`src/rtl/regfile_ctrl_pkg.sv`:
```
// Shared definitions for the register file access controller: FSM state
// encoding, the hardwired-zero register index and default geometry.
package regfile_ctrl_pkg;

  localparam int NREGS_DEF = 32;
  localparam int AW_DEF    = 5;
  localparam int DW_DEF    = 32;

  // Index of the hardwired-zero register; writes to it are dropped.
  localparam int REG_ZERO  = 0;

  typedef enum logic [1:0] {
    ST_INIT   = 2'd0,
    ST_IDLE   = 2'd1,
    ST_DBG_RD = 2'd2,
    ST_RSP    = 2'd3
  } state_e;

endpackage

```
`src/rtl/regfile_access_ctrl.sv`:
```
// Register file access controller.
// - Clears every register after reset (optional), one register per cycle.
// - Owns the single write port: writeback has priority over debug writes.
// - Borrows read port 1 for one cycle on a debug read and stalls the pipe.
//
// Debug handshake: a request transfers on a rising edge where
// dbg_req_valid and dbg_req_ready are both high. The requester holds
// valid and its payload stable until that edge. The response is a
// single-cycle dbg_rsp_valid pulse with dbg_rsp_data (0 for write acks).
module regfile_access_ctrl
  import regfile_ctrl_pkg::*;
#(
  parameter int NREGS          = NREGS_DEF,
  parameter int AW             = AW_DEF,
  parameter int DW             = DW_DEF,
  parameter bit CLEAR_ON_RESET = 1'b1
) (
  input  logic          clk,
  input  logic          rst,
  input  logic          wb_we,
  input  logic [AW-1:0] wb_rd,
  input  logic [DW-1:0] wb_data,
  input  logic          dbg_req_valid,
  output logic          dbg_req_ready,
  input  logic          dbg_req_write,
  input  logic [AW-1:0] dbg_req_addr,
  input  logic [DW-1:0] dbg_req_wdata,
  output logic          dbg_rsp_valid,
  output logic [DW-1:0] dbg_rsp_data,
  output logic          stall_req,
  output logic          init_done,
  output logic          rf_we,
  output logic [AW-1:0] rf_wa,
  output logic [DW-1:0] rf_wd,
  output logic          rf_ra_sel,
  output logic [AW-1:0] rf_ra,
  input  logic [DW-1:0] rf_rd,
  output logic [1:0]    state_dbg
);

  localparam logic [1:0] S_INIT   = ST_INIT;
  localparam logic [1:0] S_IDLE   = ST_IDLE;
  localparam logic [1:0] S_DBG_RD = ST_DBG_RD;
  localparam logic [1:0] S_RSP    = ST_RSP;

  localparam logic [1:0]    RST_STATE = CLEAR_ON_RESET ? S_INIT : S_IDLE;
  localparam logic [AW-1:0] LAST_REG  = AW'(NREGS - 1);
  localparam logic [AW-1:0] ZERO_REG  = AW'(REG_ZERO);

  logic [1:0]    state;
  logic [AW-1:0] clr_cnt;
  logic          wb_hit;
  logic          dbg_accept;
  logic          dbg_wr_hit;

  // A writeback to x0 is not a real write and does not occupy the port.
  assign wb_hit     = wb_we && (wb_rd != ZERO_REG);

  // Only IDLE accepts requests; a debug write yields to a real writeback.
  assign dbg_req_ready = !rst && (state == S_IDLE) &&
                         (!dbg_req_write || !wb_hit);
  assign dbg_accept = dbg_req_valid && dbg_req_ready;
  assign dbg_wr_hit = dbg_accept && dbg_req_write && (dbg_req_addr != ZERO_REG);

  assign stall_req  = (state == S_INIT) || (state == S_DBG_RD);
  assign rf_ra_sel  = (state == S_DBG_RD);
  assign state_dbg  = state;

  // Write port mux: clear sweep during INIT, otherwise writeback then debug.
  always_comb begin
    rf_we = 1'b0;
    rf_wa = '0;
    rf_wd = '0;
    if (!rst) begin
      if (state == S_INIT) begin
        rf_we = 1'b1;
        rf_wa = clr_cnt;
      end else if (wb_hit) begin
        rf_we = 1'b1;
        rf_wa = wb_rd;
        rf_wd = wb_data;
      end else if (dbg_wr_hit) begin
        rf_we = 1'b1;
        rf_wa = dbg_req_addr;
        rf_wd = dbg_req_wdata;
      end
    end
  end

  // Controller FSM, clear counter and registered debug response.
  always_ff @(posedge clk or posedge rst) begin
    if (rst) begin
      state         <= RST_STATE;
      clr_cnt       <= '0;
      init_done     <= !CLEAR_ON_RESET;
      rf_ra         <= '0;
      dbg_rsp_valid <= 1'b0;
      dbg_rsp_data  <= '0;
    end else begin
      dbg_rsp_valid <= 1'b0;
      case (state)
        S_INIT: begin
          if (clr_cnt == LAST_REG) begin
            clr_cnt   <= '0;
            init_done <= 1'b1;
            state     <= S_IDLE;
          end else begin
            clr_cnt <= clr_cnt + 1'b1;
          end
        end
        S_IDLE: begin
          if (dbg_accept) begin
            if (dbg_req_write) begin
              dbg_rsp_valid <= 1'b1;
              dbg_rsp_data  <= '0;
              state         <= S_RSP;
            end else begin
              rf_ra <= dbg_req_addr;
              state <= S_DBG_RD;
            end
          end
        end
        S_DBG_RD: begin
          // Captures the pre-edge contents; a same-edge write is not seen.
          dbg_rsp_valid <= 1'b1;
          dbg_rsp_data  <= rf_rd;
          state         <= S_RSP;
        end
        S_RSP: begin
          state <= S_IDLE;
        end
        default: begin
          state <= RST_STATE;
        end
      endcase
    end
  end

endmodule
```
`config.mk`:
```
export PLATFORM = sky130hd
export DESIGN_NAME = regfile_access_ctrl
export DESIGN_NICKNAME = d
export VERILOG_FILES = /design/src/rtl/regfile_ctrl_pkg.sv /design/src/rtl/regfile_access_ctrl.sv
export SDC_FILE = /design/constraint.sdc
export NUM_CORES = 1
export LEC_CHECK = 0
export BUFFER_PORTS_ARGS = -buffer_cell sky130_fd_sc_hd__buf_2
export CAP_MARGIN = 10
export CORE_MARGIN = 2
export CORE_UTILIZATION = 42
export DETAILED_ROUTE_END_ITERATION = 10
export PLACE_DENSITY = 0.92
export SLEW_MARGIN = 20
export SYNTH_ARGS = -nofsm -noshare
export SYNTH_HDL_FRONTEND = slang
export SYNTH_SLANG_ARGS = --single-unit
```
`constraint.sdc`:
```
create_clock -name clk -period 2.27 [get_ports clk]
set_input_delay 0.1135 -clock clk [delete_from_list [all_inputs] [get_ports clk]]
set_output_delay 0.1135 -clock clk [all_outputs]
set_load 0.01 [all_outputs]
```
== Yosys cells after proc, flatten, opt, wreduce, memory -nomap -nowiden ==
Index checks and enable logic that the tools add are counted.
Storage, ports and cells
  input bits: 111
  output and inout port bits: 82
  logic and storage cells: 57
  bits in registers: 46
Operators by class
  reductions and logical operators: 19
  equality and inequality tests: 7
  bitwise gates (word level): 1
  add/subtract/negate cells: 1
  multiplexer cells: 23
Operator list (count)
  2-to-1 mux 32 bit: 6
  one-hot mux 32 bit (2 select lines): 1
  2-to-1 mux 5 bit: 5
  nonzero test 5 bit: 2
  one-hot mux 2 bit (4 select lines): 1
  2-to-1 mux 1 bit: 7
  logical AND 1 bit: 6
  AND reduction 3 bit: 2
  adder 5 x 1 -> 5 bit, second input constant: 1
  equality test 5 bit, second input constant: 1
  equality test 2 bit, second input constant: 2
  2-to-1 mux 2 bit: 2
  != test 2 bit, second input constant: 2
  AND reduction 2 bit: 2
  logical NOT 1 bit: 3
  equality test 2 x 1 -> 1 bit, second input constant: 1
  logical NOT 2 bit: 1
  logical OR 1 bit: 2
  != test 2 x 1 -> 1 bit, second input constant: 1
  one-hot mux 1 bit (2 select lines): 1
  nonzero test 2 bit: 1
  NOT 1 bit: 1

== Depth between registers and ports, before layout ==
  depth in word-level cells: 12
  depth in mapped cells: 9
  gate-level depth less buffers: 7

== Worst setup path after synthesis ==
OpenSTA, ideal clock, no wires.
  path kind: reg-to-reg
  from: register state[0] (netlist: state_dbg[0])
  to: register dbg_rsp_data[0]
  library setup time: 0.126 ns
  data required time: 2.144 ns
  stages on the path, launching flop included: 10
  arrival time: 2.073 ns
  slack: 0.071 ns
  buffers on the path: 3
  period minus slack after synthesis: 2.199 ns
  cells stage by stage: dfrtp_1 -> inv_1 -> ha_1 -> buf_2 -> nand2_1 -> nor3_1 -> or3_1 -> buf_6 -> buf_6 -> a221o_1
On the way
  elaborated cells on any way between the ends: 10
  classes of those cells: eq/ne: 4; mux: 1; reduce/logical: 5
RTL lines
  from (decl): line regfile_access_ctrl.sv:50  | logic [1:0] state;
  from (signal assigned): line regfile_access_ctrl.sv:93  | state <= RST_STATE;
  from (signal assigned): line regfile_access_ctrl.sv:106  | state <= S_IDLE;
  from (signal assigned): line regfile_access_ctrl.sv:116  | state <= S_RSP;
  equality test 2 bit (*)
  named net rf_ra_sel: line regfile_access_ctrl.sv:35  | output logic rf_ra_sel,
  nonzero test 2 bit (no source line)
  AND reduction 3 bit (no source line)
  to (signal assigned): line regfile_access_ctrl.sv:126  | dbg_rsp_data <= rf_rd;
  to (decl): line regfile_access_ctrl.sv:29  | output logic [DW-1:0] dbg_rsp_data,
The timed path passes the listed nets; every way through them passes the cells marked *.
A chain may end at the register's enable or synchronous reset.

== Final worst setup path ==
  from: register state[1] (netlist: state_dbg[1])
  to: output port rf_wd[10]
On the way
  word-level cells in the longest chain between the ends: 10
  elaborated cells on any way between the ends: 11
  classes of those cells: eq/ne: 1; mux: 4; reduce/logical: 6
Ends and longest elaborated chain
  equality test 2 x 1 -> 1 bit: line regfile_access_ctrl.sv:60  | assign dbg_req_ready = !rst && (state == S_IDLE) &&
  logical AND 1 bit (2 in series): line regfile_access_ctrl.sv:60
  logical AND 1 bit: line regfile_access_ctrl.sv:62  | assign dbg_accept = dbg_req_valid && dbg_req_ready;
  logical AND 1 bit (2 in series): line regfile_access_ctrl.sv:63  | assign dbg_wr_hit = dbg_accept && dbg_req_write && (dbg_req_addr != ZERO_REG);
  2-to-1 mux 32 bit: line regfile_access_ctrl.sv:82  | end else if (dbg_wr_hit) begin
  2-to-1 mux 32 bit: line regfile_access_ctrl.sv:78  | end else if (wb_hit) begin
  2-to-1 mux 32 bit (*): line regfile_access_ctrl.sv:75  | if (state == S_INIT) begin
  2-to-1 mux 32 bit (*): line regfile_access_ctrl.sv:74  | if (!rst) begin
  to (decl): line regfile_access_ctrl.sv:34  | output logic [DW-1:0] rf_wd,
Mark *: on every way between the ends. The rest lies on a longest branch, timed or not.

==> impl_metrics.json <==
{
  "relSlewSlack": 0.501,
  "status": "finished clean",
  "drive_gt1_frac": 0.521,
  "grt_pass1_vias": 2905,
  "wl_met1_mm": 3.66,
  "hpwl_mm": 7.14,
  "fin_crit_sh": 0.976,
  "grt_pass1_wl_mm": 14.4,
  "cp-startpoint": "state_dbg[1]",
  "ant_nets": 0,
  "cpMaxStageDelayCell": "dfrtp_1",
  "wl_met2_mm": 4.91,
  "grt_use_total": 0.244,
  "p_leak_uw": 0.00206,
  "grt_max_degree": 33,
  "initial_core_util": 0.440,
  "drt_iter0_markers": 180,
  "tightest_slew_ns": 0.747,
  "min-delay-start": "rf_rd[7]",
  "synthDistinctLibCells": 40,
  "ir_worst_vdd_uv": 620,
  "antenna_found_initial": 0,
  "drv_cap": 0,
  "hold_end": "dbg_rsp_data[7]",
  "cp_top_family": "simple AND/OR/NAND/NOR gates",
  "finalWirelength_mm": 9.48,
  "syn_area_per_cell_um2": 10.7,
  "dieArea_um2": 7400,
  "crit_path_max_fanout": 16,
  "cp-end-kind": "output pin",
  "required_ns": 2.16,
  "grt_remaining_overflow": 0,
  "synthSimpleGateAreaFrac": 0.120,
  "path_cells": "inv_2 > ha_4 > nand3_2 > or3_4 > nor3_4 > buf_4 > buf_12 > a22o_1 > buf_2",
  "die_w_um": 86,
  "syn_inst": 263,
  "std_cell_rows": 29,
  "fp.coreArea_um2": 6420,
  "wl_per_cell_um": 17.8,
  "drc_errors": 0,
  "finalNetCount": 573,
  "path_buf_inv": 4,
  "cts.htree.levels": 2,
  "highest_layer": "met4",
  "clockRootBuffer": "clkbuf_8",
  "clk_latency_ns": 0.30,
  "synth.cell_area_um2": 2820,
  "setup_viol": 0,
  "drt-pass1-iter-count": 5,
  "critPathMaxStageDelay_ns": 0.41,
  "fill_cells": 531,
  "syn_nets": 379,
  "finalPower_uw": 4560,
  "path_clk_slew_ns": 0.09,
  "yosys_warnings": 0,
  "min_path_cells": 2,
  "cts_sinks": 46,
  "placedInstanceArea_um2": 3870,
  "synth_xor_area_frac": 0,
  "cellPowerDensity_nw_per_um2": 1120,
  "synth-compound-area-share": 0.322,
  "ys_ff_latch": 46,
  "finalHoldViolCount": 0,
  "met3_length_um": 758,
  "area_growth_pct": 44.2,
  "fmax_ghz": 0.452,
  "maxSlewViolCount": 0,
  "viasPerCell": 5.84,
  "crit_arrival_ns": 2.10,
  "r2r_start": "state_dbg[1]",
  "clk_path_buf_depth": 2,
  "synth_top_family_by_area": "compound AO/OA/AOI/OAI gates",
  "cts_buffers": 5,
  "crit_path_start_kind": "flip-flop",
  "synthMuxAreaShare": 0.0775,
  "final_area_um2": 4070,
  "worstSetupPathType": "reg -> out",
  "ys_seq_area_frac": 0.408,
  "regToRegEndpoint": "dbg_rsp_data[3]",
  "period_minus_slack_ns": 2.21,
  "rrSetupSlack_ns": 0.10,
  "portBuffers": 192,
  "pin_count": 193,
  "hold_path_class": "in -> reg",
  "yosys.area_share.adder": 0.0222,
  "num_vias": 3117,
  "place_congestion": 0.914,
  "die_y_um": 86,
  "diodes": 0,
  "skew_ns": 0.00862,
  "rr_worst_depth": 6,
  "cts_tree": "yes"
}
sequential cells by signal (all words and copies together), names as in the netlist:
| name | cells |
|---|---|
| dbg_rsp_data | 32 |
| state_dbg | 2 |
| init_done | 1 |
| rf_ra | 5 |
| dbg_rsp_valid | 1 |
| clr_cnt | 5 |
report_power, final:
part           switching, µW  internal [µW]
registers                285           1210
clock network            292            211
logic                   1290           1270
how the worst max path moves through the flow:
stage,end,cells past startpoint
final,rf_wd[10],9
after CTS,rf_wd[23],8
after global placement,rf_wd[0],8
after floorplan,dbg_rsp_data[0],9
after detailed placement,dbg_rsp_data[0],6
after global routing,rf_wd[12],9
cells by family (layout without fill, tap and decap cells):
| logic type | count (synthesis) | in the layout |
|---|---|---|
| muxes | 21 | 21 |
| AOI/OAI and AO/OA | 106 | 106 |
| buffers and inverters | 30 | 224 |
| and+or+nand+nor | 55 | 55 |
| DFF | 46 | 46 |
| adders and majority gates | 5 | 5 |
layer usage:
metal  vias to the layer above  global-route usage
li1                       1434                   -
met1                      1492               0.288
met2                       173               0.446
met3                        18              0.0491
met4                         0              0.0664
met5                         -                   0
Yosys cell counts, drive strengths merged:
cell type  count  share of area
buf           12          0.027
nor4           1         0.0075
and3           2         0.0044
mux2i         14          0.050
nand4          4         0.0089
nor2           4         0.0062
o21ai         10          0.022
nor3           4         0.0089
dfrtp         46           0.41
and3b          1         0.0031
nand2b         1         0.0022
nor2b          3         0.0066
or3            2         0.0044
a221o         32           0.11
nand2         10          0.013
or2            1         0.0022
or4            2         0.0066
o21a           2         0.0053
inv            8          0.011
a211oi         1         0.0027
a22o          33           0.10
mux2           7          0.028
a21o           1         0.0027
ha             5          0.022
and4b          1         0.0035
a31oi          1         0.0022
and2          18          0.040
a221oi         4          0.012
clkbuf        10          0.013
o2bb2ai       14          0.043
nand3          1         0.0018
a21oi          8          0.016
metrics by stage:
step	std cells	util	TNS, ns	setup WS (ns)	hold slack [ns]
floorplan	263	-	0	0.0706	0.258
global placement	520	0.603	0	0.259	0.236
detailed placement	520	0.603	0	0.0976	0.240
CTS	532	0.628	0	0.00354	0.0285
global route	534	0.634	-0.0164	-0.00632	0.0270
finish	534	0.634	0	0.0552	0.0394
repair_timing:
action / CTS / global route
hold buffers: 1 / 0
setup endpoints to repair: 32 / 32
pin swaps: 1 / 0
setup buffers: 3 / 2
gates cloned: 1 / 0
endpoints found under the hold margin: 20 / 0
resized for setup: 4 / 5
cell usage in the layout (no fill, tap or decap), drive strengths merged, types with 2 or more instances in the layout:
cell / instances
a221oi: 4
or3: 2
nor2b: 3
inv: 8
nand4: 4
ha: 5
mux2: 7
dfrtp: 46
o21a: 2
nor3: 4
mux2i: 14
nand2: 10
o21ai: 10
a221o: 32
and2: 18
clkinvlp: 2
nor2: 4
a22o: 33
a21oi: 8
or4: 2
buf: 208
o2bb2ai: 14
clkbuf: 5
and3: 2
layout make-up:
| class | instances | area, µm² | area share |
|---|---|---|---|
| multi-input combinational | 187 | 1580 | 0.389 |
| sequential | 46 | 1150 | 0.283 |
| timing repair buffer | 209 | 1130 | 0.277 |
| tap | 77 | 96.3 | 0.0237 |
| clock buffer | 5 | 68.8 | 0.0169 |
| inverter | 8 | 30.0 | 0.00738 |
| clock inverter | 2 | 15.0 | 0.00369 |
worst register-to-register path: stages (launching register included):
cell,delay [ns]
dfrtp_1,0.41
buf_4,0.15
ha_1,0.23
nand2_1,0.16
nor3_2,0.06
or3_1,0.63
a221o_1,0.41
Note: power is estimated with default switching activity, not from simulation.
